===== src/rtl/imem_pkg.sv =====
// Shared types and helpers for the loadable instruction memory:
// load FSM states, fetch-fault reasons and byte-address to word-index decode.
package imem_pkg;

  localparam int DEFAULT_DATA_W = 32;
  localparam int ADDR_MAX_W     = 64;

  localparam logic [1:0] FLT_NONE  = 2'd0;
  localparam logic [1:0] FLT_ALIGN = 2'd1;
  localparam logic [1:0] FLT_UNDER = 2'd2;
  localparam logic [1:0] FLT_RANGE = 2'd3;

  typedef enum logic [1:0] {
    ST_IDLE,
    ST_LOAD,
    ST_COMMIT
  } imem_state_t;

  typedef struct packed {
    logic [ADDR_MAX_W-1:0] idx;
    logic                  ok;
  } fetch_chk_t;

  function automatic int bytes_per_word(input int data_w);
    return data_w / 8;
  endfunction

  function automatic int bpw_log2(input int data_w);
    return $clog2(data_w / 8);
  endfunction

  // Alignment is judged on the offset; the base is word-aligned, so both views agree.
  function automatic fetch_chk_t addr_to_idx(input logic [ADDR_MAX_W-1:0] a,
                                             input logic [ADDR_MAX_W-1:0] base,
                                             input int unsigned depth,
                                             input int unsigned shift);
    fetch_chk_t r;
    logic [ADDR_MAX_W-1:0] off;
    logic [ADDR_MAX_W-1:0] mask;
    logic [1:0] reason;
    off   = a - base;
    mask  = (ADDR_MAX_W'(1) << shift) - ADDR_MAX_W'(1);
    r.idx = off >> shift;
    if ((off & mask) != '0)               reason = FLT_ALIGN;
    else if (a < base)                    reason = FLT_UNDER;
    else if (r.idx >= ADDR_MAX_W'(depth)) reason = FLT_RANGE;
    else                                  reason = FLT_NONE;
    r.ok = (reason == FLT_NONE);
    return r;
  endfunction

endpackage


===== src/rtl/imem_byte_packer.sv =====
// Assembles little-endian program bytes into instruction words and strobes
// when a word is complete or the image ends early (upper bytes left zero).
module imem_byte_packer
  import imem_pkg::*;
#(
  parameter int DATA_W = DEFAULT_DATA_W
) (
  input  logic              clk,
  input  logic              rst,
  input  logic              clear,
  input  logic              shift_en,
  input  logic [7:0]        byte_in,
  input  logic              last,
  output logic [DATA_W-1:0] word,
  output logic              word_stb
);

  localparam int BPW  = bytes_per_word(DATA_W);
  localparam int BI_W = (BPW > 1) ? $clog2(BPW) : 1;

  logic [BI_W-1:0]   byte_idx;
  logic [DATA_W-1:0] asm_q;
  logic              full;

  always_comb begin
    word = asm_q;
    word[{byte_idx, 3'b000} +: 8] = byte_in;
  end

  assign full     = (byte_idx == BI_W'(BPW - 1));
  assign word_stb = shift_en && (full || last);

  always_ff @(posedge clk or posedge rst) begin
    if (rst) begin
      byte_idx <= '0;
      asm_q    <= '0;
    end else if (clear) begin
      byte_idx <= '0;
      asm_q    <= '0;
    end else if (shift_en) begin
      if (word_stb) begin
        byte_idx <= '0;
        asm_q    <= '0;
      end else begin
        byte_idx <= byte_idx + BI_W'(1);
        asm_q    <= word;
      end
    end
  end

endmodule


===== src/rtl/instr_mem_prog.sv =====
// Runtime-loadable instruction memory: registered fetch port plus byte-serial loader.
// Define IMEM_PARITY_EN to store an even-parity bit per word and expose sticky par_err.
module instr_mem_prog
  import imem_pkg::*;
#(
  parameter int                DATA_W    = DEFAULT_DATA_W,
  parameter int                DEPTH     = 64,
  parameter int                ADDR_W    = 32,
  parameter logic [ADDR_W-1:0] BASE_ADDR = 'h4
) (
  input  logic              clk,
  input  logic              rst,
  input  logic              fetch_req,
  input  logic [ADDR_W-1:0] A,
  output logic [DATA_W-1:0] RA,
  output logic              RA_valid,
  output logic              fault,
  input  logic              prog_start,
  input  logic              prog_valid,
  input  logic [7:0]        prog_byte,
  input  logic              prog_last,
  output logic              busy,
  output logic              prog_done,
  output logic              prog_ovf
`ifdef IMEM_PARITY_EN
  ,
  output logic              par_err
`endif
);

  localparam int IDX_W  = $clog2(DEPTH);
  localparam int WIDX_W = IDX_W + 1;
  localparam int SHIFT  = bpw_log2(DATA_W);
`ifdef IMEM_PARITY_EN
  localparam int MEM_W  = DATA_W + 1;
`else
  localparam int MEM_W  = DATA_W;
`endif

  imem_state_t       state;
  logic [WIDX_W-1:0] word_idx;
  logic              start_ev, load_en, accept, word_stb, wr_en;
  logic              rd_ok, par_bad;
  logic [DATA_W-1:0] word;
  logic [MEM_W-1:0]  wr_data, rd_data;
  logic [MEM_W-1:0]  mem [DEPTH];
  fetch_chk_t        chk;

  // prog_start is ignored during the single COMMIT cycle.
  assign start_ev = prog_start && (state != ST_COMMIT);
  assign load_en  = prog_valid && (state == ST_LOAD) && !prog_start;
  assign accept   = fetch_req && (state == ST_IDLE);
  assign chk      = addr_to_idx(ADDR_MAX_W'(A), ADDR_MAX_W'(BASE_ADDR), DEPTH, SHIFT);
  assign wr_en    = word_stb && (word_idx < WIDX_W'(DEPTH));

  imem_byte_packer #(.DATA_W(DATA_W)) u_packer (
    .clk      (clk),
    .rst      (rst),
    .clear    (start_ev),
    .shift_en (load_en),
    .byte_in  (prog_byte),
    .last     (prog_last),
    .word     (word),
    .word_stb (word_stb)
  );

`ifdef IMEM_PARITY_EN
  assign wr_data = {^word, word};
  assign par_bad = ^rd_data;
`else
  assign wr_data = word;
  assign par_bad = 1'b0;
`endif

  assign rd_data = mem[IDX_W'(chk.idx)];
  assign rd_ok   = chk.ok && !par_bad;

  always_ff @(posedge clk) begin
    if (wr_en) mem[word_idx[IDX_W-1:0]] <= wr_data;
  end

  always_ff @(posedge clk or posedge rst) begin
    if (rst) begin
      RA       <= '0;
      RA_valid <= 1'b0;
      fault    <= 1'b0;
`ifdef IMEM_PARITY_EN
      par_err  <= 1'b0;
`endif
    end else begin
      RA_valid <= accept;
      if (accept) begin
        RA    <= rd_ok ? rd_data[DATA_W-1:0] : '0;
        fault <= !rd_ok;
      end
`ifdef IMEM_PARITY_EN
      if (start_ev) par_err <= 1'b0;
      if (accept && chk.ok && par_bad) par_err <= 1'b1;
`endif
    end
  end

  always_ff @(posedge clk or posedge rst) begin
    if (rst) begin
      state     <= ST_IDLE;
      word_idx  <= '0;
      busy      <= 1'b0;
      prog_done <= 1'b0;
      prog_ovf  <= 1'b0;
    end else begin
      prog_done <= 1'b0;
      case (state)
        ST_IDLE: begin
          if (prog_start) begin
            state    <= ST_LOAD;
            busy     <= 1'b1;
            word_idx <= '0;
            prog_ovf <= 1'b0;
          end
        end
        ST_LOAD: begin
          if (prog_start) begin
            word_idx <= '0;
            prog_ovf <= 1'b0;
          end else begin
            // Index saturates at DEPTH; further words are dropped and flagged.
            if (word_stb) begin
              if (wr_en) word_idx <= word_idx + WIDX_W'(1);
              else       prog_ovf <= 1'b1;
            end
            if (prog_valid && prog_last) begin
              state     <= ST_COMMIT;
              prog_done <= 1'b1;
            end
          end
        end
        ST_COMMIT: begin
          state <= ST_IDLE;
          busy  <= 1'b0;
        end
        default: begin
          state <= ST_IDLE;
          busy  <= 1'b0;
        end
      endcase
    end
  end

endmodule


===== config.mk =====
export PLATFORM = sky130hd
export DESIGN_NAME = instr_mem_prog
export DESIGN_NICKNAME = d
export VERILOG_FILES = /design/src/rtl/imem_pkg.sv /design/src/rtl/imem_byte_packer.sv /design/src/rtl/instr_mem_prog.sv
export SDC_FILE = /design/constraint.sdc
export NUM_CORES = 2
export LEC_CHECK = 0
export CAP_MARGIN = 20
export CORE_MARGIN = 1
export CORE_UTILIZATION = 60
export CTS_BUF_LIST = sky130_fd_sc_hd__clkbuf_4
export CTS_CLUSTER_SIZE = 12
export DETAILED_ROUTE_END_ITERATION = 10
export PLACE_DENSITY = 0.79
export SYNTH_ARGS = -nofsm -noshare
export SYNTH_HDL_FRONTEND = slang
export SYNTH_HIERARCHICAL = 1
export SYNTH_SLANG_ARGS = --single-unit

===== constraint.sdc =====
create_clock -name clk -period 5.1 [get_ports clk]
set_input_delay 1.02 -clock clk [delete_from_list [all_inputs] [get_ports clk]]
set_output_delay 1.02 -clock clk [all_outputs]
set_load 0.1 [all_outputs]

Word-level counts from Yosys, hierarchy flattened
Memory sizes are Yosys's and may differ from the RTL's.
Index checks and enable logic that the tools add are counted.
Storage, ports and cells
  bits in registers: 80
  RAM bits: 2048
  input bits: 46
  logic and storage cells: 81
  memories kept: 1
Memory list
  mem: depth 64, width 32, rd ports 1, clocked after memory_dff 0, wr ports 1, line instr_mem_prog.sv:46  | logic [MEM_W-1:0] mem [DEPTH];
Operators by class
  add/sub/neg operators: 4
  order comparisons: 3
  equal/unequal tests: 9
  shift-type cells: 2
  muxes and demuxes: 32
  bitwise gates (word level): 1
  reductions and logical operators: 19
Operators with widths (number)
  $mux 32: 4
  $reduce_bool 64->1: 1
  $ge 62x7->1 const B: 1
  $sub 32x3->33 const B: 1
  $bwmux 32: 1
  $lt 32x3->1 const B: 1
  $shift 8x7->32 const A: 1
  $shiftx 8x7->32: 1
  $mux 7: 4
  $mux 2: 9
  $pmux 7 s2: 1
  $mux 1: 10
  $ne 3x3->1 const B: 3
  $reduce_and 4->1: 2
  $add 7x1->7 const B: 1
  $logic_and 1x1->1: 7
  $lt 7x7->1 const B: 1
  $neg 5->7: 1
  $ne 2x2->1 const B: 3
  $logic_not 2->1: 2
  $pmux 1 s2: 2
  $pmux 2 s2: 1
  $reduce_bool 2->1: 2
  $reduce_and 3->1: 1
  8 further kinds: 9

Logic depth before layout (Yosys ltp)
  word-level depth: 9
  gate-level depth with buffers: 18
  gate-level depth less buffers: 9

Cells and area by module
The synthesis kept the hierarchy.
By module, submodules not included
  instr_mem_prog: times used 1, cells an instance 3647, area an instance 80679.9 µm², sequential area each 62650.1 µm²
  imem_byte_packer: times used 1, cells an instance 159, area an instance 1739.2 µm², sequential area each 850.8 µm²

Least setup slack after synthesis
No wires, ideal clock.
  kind: input port to flip-flop
  start: input A[2]
  end: register RA[30]
  setup time: 131 ps
  data arrival time: 4870 ps
  setup slack: 99 ps
  stages: 17
  cell sequence: buf_2 buf_4 buf_4 buf_2 buf_2 buf_2 inv_2 ha_1 clkbuf_1 buf_2 buf_1 clkbuf_1 mux4_2 mux2i_1 o32ai_1 o32ai_1 o21ai_0
On the way
  longest elaborated chain between the ends: 7
  elaborated cells on any way between the ends: 9
RTL lines
  from (decl): line instr_mem_prog.sv:14  | input logic [ADDR_W-1:0] A,
  $sub 32x3->33: line imem_pkg.sv:41  | off = a - base;
  $ge 62x7->1: line imem_pkg.sv:46  | else if (r.idx >= ADDR_MAX_W'(depth)) reason = FLT_RANGE;
  $mux 2: line imem_pkg.sv:46
  $mux 2: line imem_pkg.sv:45  | else if (a < base) reason = FLT_UNDER;
  $mux 2: line imem_pkg.sv:44  | if ((off & mask) != '0) reason = FLT_ALIGN;
  $logic_not 2->1: line imem_pkg.sv:48  | r.ok = (reason == FLT_NONE);
  $mux 32 (*): line instr_mem_prog.sv:93  | RA <= rd_ok ? rd_data[DATA_W-1:0] : '0;
  to (signal assigned): line instr_mem_prog.sv:93
  to (decl): line instr_mem_prog.sv:15  | output logic [DATA_W-1:0] RA,
Every way passes the cells marked *; elsewhere a longest branch is shown, timed or not.
A chain may end at the register's enable or synchronous reset.

Worst setup path in the final report
  start: register RA[17]
  end: output RA[17]
No word-level cell between the ends.

==> summary.txt <==
STA
----------------------------------------------------------------------------------------
Post-route clock skew                                                         0.09737 ns
Worst slew margin relative to its limit                                           0.1979
Final slew viol count                                                                  0
Summed negative setup slack over all endpoints                                      0 ns
Setup repair after global routing missed its margin                                   no
Part of the cycle the worst path needs                                            0.8134
Maximum achievable frequency                                                  0.2411 GHz
Final hold violation count                                                             0
Final period demand of the worst path                                           4.148 ns
Worst hold slack across all endpoints                                          0.2333 ns
Slew of the pin with the lowest slew margin                                     1.203 ns
Finish-stage setup viols                                                               0

CLOCK NETWORK
----------------------------------------------------------------------------------------
CTS clock-pin slew for the worst setup and hold paths                            0.07 ns
TritonCTS Sinks                                                                     2128
H-tree depth reported by CTS                                                           6
Clock tree from TritonCTS                                                          built
Root buffer cell                                                                clkbuf_4
Source-to-sink clock delay at the later pin of the worst-skew pair               1.26 ns
Cts hold-fix bufs                                                                      0
TritonCTS Buffers                                                                    535
Post CTS Setup Buffer Count                                                            0
Deepest clock path buffer count                                                        4
CTS resizes                                                                            0

GLOBAL ROUTE
----------------------------------------------------------------------------------------
Global-route wire length before repair                                         299300 um
Pin count of the biggest net entering global routing                                 100
Antenna violations before repair                                                       6
Number of global-route vias before repair                                         44.59k
Total gr overflow                                                                      0
Global-route usage over all layers                                                0.3015

FINISH
----------------------------------------------------------------------------------------
Layout Utilization                                                                0.6918
Non-filler cells in the finished layout                                             6556
Fraction of final layout cells with drive strength greater than 1                 0.3549
Total Nets Final                                                                    4467
Filler Cell Count                                                                   8031
Synthesis-to-layout area growth                                                   13.98%

RUN
----------------------------------------------------------------------------------------
Total of max-cap violations                                                            0

DIE
----------------------------------------------------------------------------------------
Initial Utilization                                                               0.6069
Number of rows in the core area                                                      135
Chip Height                                                                     372.6 um
CORE AREA                                                                   135800 sq um
Width of the die                                                                372.6 um
DIE AREA                                                                    138800 sq um
Count of boundary I/O pins                                                            83

LOGIC SYNTHESIS
----------------------------------------------------------------------------------------
Primary FF master, synth                                                        edfxtp_1
Number of synthesized flops with an enable pin                                      2048
Yosys cell types                                                                      71
Total of flip-flops plus latches after synthesis                                    2128
Share of flip-flops with an asynchronous set or reset                            0.03759
Sequential area share after synthesis                                             0.7705
Gate Count Post-Synth                                                               3806
Mean area per synthesized cell                                               21.66 sq um
Post-synthesis net count                                                            3859
Yosys Warn Count                                                                       6
Combined area of all synthesized cells                                       82420 sq um

MIN PATH
----------------------------------------------------------------------------------------
Hold Path Class                                                             input port to asynchronous set/reset pin

SETUP PATH
----------------------------------------------------------------------------------------
CP Max Fanout                                                                          2
Critical path startpoint                                                          RA[17]
Number of logic stages on the critical path including buffering                        1
Reg2Reg Launch Point                                                        u_packer/byte_idx[0]
CP bufs+invs                                                                           1
Kind of capture point of the worst setup path                                output port
Required arrival time at the worst endpoint                                      4.08 ns
Worst Reg2Reg Path Length in Cells                                                     7
End point of the critical path                                                    RA[17]
Largest stage delay, worst path                                                  1.25 ns
Setup slack of the most critical reg-to-reg path                                 1.29 ns
Ordered cell list for the critical path                                     clkdlybuf4s50_1
Worst setup SP type                                                                 flop
Critical path data arrival time                                                  3.13 ns
Gate family responsible for the most delay along the worst path             buffers and inverters
Slowest cell on the critical path                                           clkdlybuf4s50_1
Type of the setup path with the least slack                                 flop to output port
Endpoint of the lowest-slack register-to-register path                        mem[26][0]

PLACED DESIGN
----------------------------------------------------------------------------------------
Count of input and output buffers                                                     82
Cell total after placement                                                          5647
Global placement routability congestion                                           0.9177
Post-DP HPWL                                                                   118500 um

POWER
----------------------------------------------------------------------------------------
Total power after layout                                                        34.62 mW
Power density over cell area                                                368.5 nW/um^2
Leakage power total                                                             30.74 nW
Worst VDD drop                                                                 0.3076 mV

ROUTE
----------------------------------------------------------------------------------------
Remaining DRCs                                                                         0
Number of nets with antenna violations after routing                                   0
Drt first-iter violations                                                           6570
Vias per cell                                                                      6.685
Vias post-DR                                                                      43.83k
Total wirelength of the detailed-routed design                                 206900 um
Number of search-and-repair iterations in the first detailed-routing pass              6
Average routed wire per standard cell                                           31.56 um

RUN STATUS
----------------------------------------------------------------------------------------
Status                                                                      finished clean

sequential cells by signal, summed over array words and instances, names as in the netlist:
register and flops:
fault 1, RA 32, prog_done 1, busy 1
word_idx 7, u_packer/byte_idx 2, RA_valid 1, prog_ovf 1
mem 2048, u_packer/asm_q 32, state 2
kinds of logic after synthesis:
family,count (synthesis),share of synthesized area
xor gates and xnor gates,8,0.0008502
buffers and inverters,233,0.01211
AOI/OAI and AO/OA,303,0.02768
DFF,2128,0.7705
muxes,609,0.1583
adders and majority gates,7,0.001063
and+or+nand+nor,518,0.02953
synth_stat cells (20+ instances only):
library cell	n	area share
a2111oi_0	20	0.0021
nand2_1	140	0.0064
and3_1	20	0.0015
dfrtp_1	80	0.024
o21ai_0	39	0.0024
and2_1	25	0.0019
buf_2	60	0.0036
a21oi_1	27	0.0016
clkbuf_1	120	0.0055
o22ai_1	27	0.0020
o31a_1	23	0.0024
a22o_1	45	0.0048
mux4_2	554	0.15
nor2_1	218	0.0099
a32o_1	22	0.0027
a22oi_1	25	0.0023
mux2i_1	39	0.0047
edfxtp_1	2048	0.75
inv_1	21	0.00096
layout by cell type, fill, tap and decap left out, types with 21 or more instances in the layout:
master	count
inv_2	21
o22ai_1	27
and2_1	25
o31a_1	23
buf_12	62
clkdlybuf4s50_1	80
a21oi_1	27
edfxtp_1	2048
clkbuf_4	766
mux4_2	554
nand2_1	139
o21ai_0	31
a32o_1	22
nor2_1	154
a22o_1	24
mux2i_1	39
dfrtp_1	80
nor2_4	64
buf_4	136
a22o_2	21
a22oi_1	25
clkinv_1	91
how the worst min path moves through the flow:
| stage | start | end | slack [ns] | depth (start not counted) |
|---|---|---|---|---|
| after floorplan | u_packer/asm_q[25] | u_packer/asm_q[25] | 0.45 | 1 |
| after global placement | u_packer/asm_q[28] | u_packer/asm_q[28] | 0.47 | 1 |
| after detailed placement | RA[9] | RA[9] | 0.47 | 2 |
| after CTS | rst | u_packer/asm_q[7] | 0.13 | 2 |
| after global routing | rst | u_packer/asm_q[14] | 0.20 | 2 |
| final | rst | u_packer/asm_q[14] | 0.23 | 2 |
report_power, final:
group	switching, mW	leakage [nW]	internal [mW]
clock	6.54	3.86	7.13
combinational	1.19	6.72	0.698
sequential	0.0112	20.2	19.1
layer usage:
layer / track usage / routed length [um] / vias up
li1: - / - / 17562
met1: 0.4100 / 71720 / 22407
met2: 0.4734 / 99920 / 3362
met3: 0.07714 / 27490 / 491
met4: 0.1215 / 7744 / 4
met5: 0 / 24 / -
stage by stage:
stage | setup slack (ns) | area, sq um
after floorplan | 0.09890 | 82420
after global placement | 0.5628 | 87320
after detailed placement | 0.5168 | 87340
after CTS | 0.8671 | 93700
after global routing | 0.8272 | 93940
final | 0.9516 | 93940
final cells by class:
| class | count | area, sq um | area share |
|---|---|---|---|
| Multi-Input combinational cell | 1445 | 18650 | 0.1986 |
| Antenna cell | 8 | 20.02 | 0.0002131 |
| Clock inverter | 124 | 618.1 | 0.006579 |
| Timing Repair Buffer | 279 | 3078 | 0.03276 |
| Clock buffer | 766 | 5751 | 0.06121 |
| Sequential cell | 2128 | 63500 | 0.6759 |
| Tap cell | 1781 | 2228 | 0.02372 |
| Inverter | 25 | 93.84 | 0.0009989 |
Power figures use the tool's default switching activity.
